**src/rtl/btn_conditioner.sv**
```systemverilog
// btn_conditioner: five-channel button conditioner. Each raw button passes
// through a two-flop synchronizer and then its own debounce FSM. The block
// outputs a registered debounced level per channel, a one-cycle press strobe
// per channel, and a flag that is set when two or more player buttons are
// held at the same time.
//
// Build option: define BTN_PULSE_EN to build the press-strobe registers.
// Without it, btn_pulse is tied to zero.
module btn_conditioner #(
    parameter int DB_CYCLES = 16000,
    parameter int CNT_W     = 16
) (
    input  logic       clk,
    input  logic       rst,
    input  logic [4:0] btn_raw,
    output logic [4:0] btn_db,
    output logic [4:0] btn_pulse,
    output logic       multi
);

    typedef enum logic [1:0] {
        ST_LOW     = 2'd0,
        ST_WAIT_HI = 2'd1,
        ST_HIGH    = 2'd2,
        ST_WAIT_LO = 2'd3
    } db_state_t;

    // The count is compared against its final value before it is
    // incremented, so it never wraps.
    localparam logic [CNT_W-1:0] CNT_LAST = CNT_W'(DB_CYCLES - 1);
    localparam logic [CNT_W-1:0] CNT_ZERO = {CNT_W{1'b0}};
    localparam logic [CNT_W-1:0] CNT_ONE  = {{(CNT_W-1){1'b0}}, 1'b1};

    // Returns 1 when at least two of the four player levels are high.
    function automatic logic at_least_two(input logic [3:0] v);
        logic [2:0] sum;
        sum = {2'b00, v[0]} + {2'b00, v[1]} + {2'b00, v[2]} + {2'b00, v[3]};
        return (sum >= 3'd2);
    endfunction

    logic [4:0]       s1_r;
    logic [4:0]       s2_r;
    db_state_t        state_r     [5];
    db_state_t        state_nxt_s [5];
    logic [CNT_W-1:0] cnt_r       [5];
    logic [CNT_W-1:0] cnt_nxt_s   [5];
    logic [4:0]       db_r;
    logic [4:0]       db_nxt_s;
    logic             multi_r;

    // Two-flop synchronizer for the asynchronous button inputs.
    always_ff @(posedge clk or negedge rst) begin
        if (!rst) begin
            s1_r <= 5'b00000;
            s2_r <= 5'b00000;
        end else begin
            s1_r <= btn_raw;
            s2_r <= s1_r;
        end
    end

    // Per-channel debounce next-state, counter and level logic.
    always_comb begin
        for (int ch = 0; ch < 5; ch++) begin
            state_nxt_s[ch] = state_r[ch];
            cnt_nxt_s[ch]   = cnt_r[ch];
            db_nxt_s[ch]    = db_r[ch];
            case (state_r[ch])
                ST_LOW: begin
                    cnt_nxt_s[ch] = CNT_ZERO;
                    db_nxt_s[ch]  = 1'b0;
                    if (s2_r[ch]) begin
                        state_nxt_s[ch] = ST_WAIT_HI;
                    end else begin
                        state_nxt_s[ch] = ST_LOW;
                    end
                end
                ST_WAIT_HI: begin
                    if (!s2_r[ch]) begin
                        state_nxt_s[ch] = ST_LOW;
                        cnt_nxt_s[ch]   = CNT_ZERO;
                    end else if (cnt_r[ch] == CNT_LAST) begin
                        state_nxt_s[ch] = ST_HIGH;
                        cnt_nxt_s[ch]   = CNT_ZERO;
                        db_nxt_s[ch]    = 1'b1;
                    end else begin
                        cnt_nxt_s[ch]   = cnt_r[ch] + CNT_ONE;
                    end
                end
                ST_HIGH: begin
                    cnt_nxt_s[ch] = CNT_ZERO;
                    db_nxt_s[ch]  = 1'b1;
                    if (!s2_r[ch]) begin
                        state_nxt_s[ch] = ST_WAIT_LO;
                    end else begin
                        state_nxt_s[ch] = ST_HIGH;
                    end
                end
                ST_WAIT_LO: begin
                    if (s2_r[ch]) begin
                        state_nxt_s[ch] = ST_HIGH;
                        cnt_nxt_s[ch]   = CNT_ZERO;
                    end else if (cnt_r[ch] == CNT_LAST) begin
                        state_nxt_s[ch] = ST_LOW;
                        cnt_nxt_s[ch]   = CNT_ZERO;
                        db_nxt_s[ch]    = 1'b0;
                    end else begin
                        cnt_nxt_s[ch]   = cnt_r[ch] + CNT_ONE;
                    end
                end
                default: begin
                    state_nxt_s[ch] = ST_LOW;
                    cnt_nxt_s[ch]   = CNT_ZERO;
                    db_nxt_s[ch]    = 1'b0;
                end
            endcase
        end
    end

    // Debounce state, counter, level and multi-press registers.
    always_ff @(posedge clk or negedge rst) begin
        if (!rst) begin
            for (int ch = 0; ch < 5; ch++) begin
                state_r[ch] <= ST_LOW;
                cnt_r[ch]   <= CNT_ZERO;
            end
            db_r    <= 5'b00000;
            multi_r <= 1'b0;
        end else begin
            for (int ch = 0; ch < 5; ch++) begin
                state_r[ch] <= state_nxt_s[ch];
                cnt_r[ch]   <= cnt_nxt_s[ch];
            end
            db_r    <= db_nxt_s;
            multi_r <= at_least_two(db_r[3:0]);
        end
    end

`ifdef BTN_PULSE_EN
    logic [4:0] pulse_r;

    // Press strobe: the level only rises on the WAIT_HI -> HIGH transition,
    // so a 0 -> 1 change of the next level marks that transition.
    always_ff @(posedge clk or negedge rst) begin
        if (!rst) begin
            pulse_r <= 5'b00000;
        end else begin
            pulse_r <= db_nxt_s & ~db_r;
        end
    end

    assign btn_pulse = pulse_r;
`else
    assign btn_pulse = 5'b00000;
`endif

    assign btn_db = db_r;
    assign multi  = multi_r;

endmodule

```
**config.mk**
```make
export PLATFORM = sky130hd
export DESIGN_NAME = btn_conditioner
export DESIGN_NICKNAME = d
export VERILOG_FILES = /design/src/rtl/btn_conditioner.sv
export SDC_FILE = /design/constraint.sdc
export NUM_CORES = 1
export LEC_CHECK = 0
export ABC_AREA = 1
export CAP_MARGIN = 20
export CORE_MARGIN = 3
export CORE_UTILIZATION = 55
export CTS_CLUSTER_DIAMETER = 100
export DETAILED_ROUTE_END_ITERATION = 12
export PLACE_DENSITY = 0.76
export REMOVE_ABC_BUFFERS = 1
export SYNTH_ARGS = -nofsm -noshare
export SYNTH_HDL_FRONTEND = slang
export SYNTH_SLANG_ARGS = --single-unit
```
**constraint.sdc**
```tcl
create_clock -name clk -period 2.3 [get_ports clk]
set_clock_uncertainty 0.15 [all_clocks]
set_input_delay 0.575 -clock clk [delete_from_list [all_inputs] [get_ports clk]]
set_output_delay 0.575 -clock clk [all_outputs]
set_load 0.03 [all_outputs]
```
==> reports/metrics.csv <==
metric,value,unit
largest family of logic cells by synthesized area,simple AND/OR/NAND/NOR gates,
largest stage delay on the critical path,0.68,ns
nets,770,
post-synthesis xor/xnor area fraction,0.08017,
H-tree depth,3,
Rel. slew slack,0.6440,
simple-gate area share of the yosys netlist,0.2938,
CTS Hold Buffers Added,0,
"Distinct cells, synth",31,
io pins,18,
Post-Synth Adder-Cell Area,0.05539,
Synth Register Bits,106,
Placed Cells incl. Taps,862,
CP startpoint kind,flip-flop,
Die Footprint,0.01221,mm²
Post-DP HPWL,7425,µm
gpl congestion,0.8958,
fin cells,878,
CP required,1.57,ns
ant diodes,0,
CP Capture Type,output pin,
Yosys top cell area share,0.4415,
dpl cell area,0.006200,mm²
Int Power,3.329,mW
"Cell Area, Synth",0.006008,mm²
final instance area,0.006440,mm²
sequential power share,0.445,
post-layout min period,2.155,ns
"commonest cells after routing, fill and taps aside","nand2_1 (144), dfrtp_1 (106), nor2_1 (100), inv_1 (90), nand3_1 (43)",
CTS Root Cell,clkbuf_8,
initial antenna violation count,0,
Routed WL,10090,µm
final worst path period share,0.9372,
port bufs,12,
CTS sink count,106,
vias in the first global route,4409,
clock-pin slew on the worst setup and hold paths,0.10,ns
net switching power,1.801,mW
"top cells by area, synth","dfrtp_1 (44%), nand2_1 (9.0%), nor2_1 (6.2%)",
DR WL/cell,11.49,µm
# setup viols final,0,
clk_lat worst skew,0.36,ns
combinational share of power,0.294,
worst setup path class,reg -> out,
final hold violation count,0,
RSZ-0062 raised after global routing,false,
Compound-Gate Fraction of Synth Area,0.04686,
hold slack,0.1198,ns
Cell Pwr Density,796.5,mW/mm²
Max Freq,0.4639,GHz
post-synthesis mux area share,0.001666,
HP Class,in -> async,
"IR drop worst, VDD",0.5825,mV
crit-path leading delay family,buffers and inverters,
global-route wire length before repair,18690,µm
Initial Util,0.5743,
Core ar.,0.01046,mm²
DR DRC count,0,
max cap viols,0,
Vias/cell,5.040,
"commonest non-fill, non-tap cell in the layout",nand2_1,
CTS buffer count,9,
Post CTS Setup Buffer Count,0,
CP Max Fanout,3,
P_leak,2.906,nW
Critical Path AT,1.43,ns
Total GRT Usage,0.1772,
drt first pass iters,4,
GRT Residual Overflow,0,
maximum clock path buffer count,2,
largest net degree at the start of global routing,107,
Synth area leader,dfrtp_1,
crit path buf inv count,1,
std cell rows,37,
sequential element share of the synthesized area,0.4415,
Mapped Cells,720,
Least-Margin Pin Slew,0.5339,ns
Iter 0 DRT Violations,298,
vias,4425,
"Slew Viols, Final",0,
ANT nets after route,0,
cts repair resizes,0,
share of cells above drive strength 1,0.1092,
syn avg cell area,8.345,µm²
Final Util,0.6155,
Yosys warnings,0,
Synth-to-Final Area Change,7.185,%
switching share of power,0.3510,
clock share of power,0.261,
die height,110.5,µm
Crit-path slowest cell,clkdlybuf4s50_1,
DIE WIDTH,110.5,µm
CP cell instances,clkdlybuf4s50_1,
run status,finished clean,
CTS tree,done,
setup TNS,0,ns
[per-stage QoR]
step | power, mW | setup WS (ns)
final | 5.130 | 0.1445
after global routing | 5.521 | 0.07706
after CTS | 5.205 | 0.1218
after detailed placement | 3.846 | 0.4999
after global placement | 3.770 | 0.5598
after floorplan | 3.404 | 0.6870
[power groups by stage]
stage                     combinational [mW]  sequential (mW)  clock, mW
after floorplan                         1.03             2.37          0
after global routing                    1.74             2.32       1.46
after detailed placement                1.53             2.32          0
final                                   1.51             2.28       1.34
after global placement                  1.48             2.29          0
after CTS                               1.54             2.28       1.39
[worst register-to-register path: stages (launching register included)]
cell and delay, ns:
dfrtp_1 0.45, ha_1 0.26, nand3_2 0.12, nor2_1 0.15
nand2_2 0.12, nand2_2 0.12, nand2_4 0.06, nand2_4 0.19
nor2_1 0.08
[layout make-up]
class	count	area, µm²
multi-input cells	514	2890
flip-flops and latches	106	2653
fillers	884	4023
clock inverters	7	116.4
inverters	93	349.1
repair buffers	13	137.6
well taps	136	170.2
clock buffers	9	123.9
[path summary, 6_finish.rpt]
kind	from	to	slack, ns	cells after the start
setup / recovery	btn_db[3]	btn_db[3]	0.14	1
setup reg to reg	cnt_r[0]	cnt_r[13]	0.49	8
hold reg to reg	s1_r[2]	s2_r[2]	0.21	0
max in group asynchronous	rst	asynchronous set/reset pin	1.50	2
min in group clk	s1_r[2]	s2_r[2]	0.21	0
hold / removal	rst	cnt_r[76]	0.12	2
[registers in the layout, summed over array words and instances, names as in the netlist, named ones only]
signal   flops
multi        1
btn_db       5
s1_r         5
cnt_r       80
s2_r         5
state_r      5
[per-layer routing]
metal / vias to the layer above / part of all wire / GRT usage
met5: - / 0 / 0
met4: 0 / 0.0060 / 0.05419
met3: 4 / 0.027 / 0.03836
met2: 54 / 0.50 / 0.2998
met1: 2091 / 0.47 / 0.2281
li1: 2276 / - / -
[logic make-up (layout without fill, tap and decap cells)]
group | after synthesis | count (layout)
DFF | 106 | 106
buffers and inverters | 104 | 122
muxes | 1 | 1
AOI/OAI and AO/OA | 52 | 52
adders and majority gates | 26 | 26
xor gates and xnor gates | 55 | 55
other | 1 | 5
and+or+nand+nor | 375 | 375
[cell usage after synthesis (all sizes together)]
library cell and number:
o21a 3, a21oi 26, buf 11, nand4 19, nand2 160, o21bai 1
dfrtp 106, mux2i 1, nor2 134, nor3 11, nand3b 1, o21ai 19
inv 93, xor2 42, ha 25, nand3 50, conb 1, xnor2 13
a21boi 3, fa 1
No activity file was read; power rests on OpenSTA's default activity.
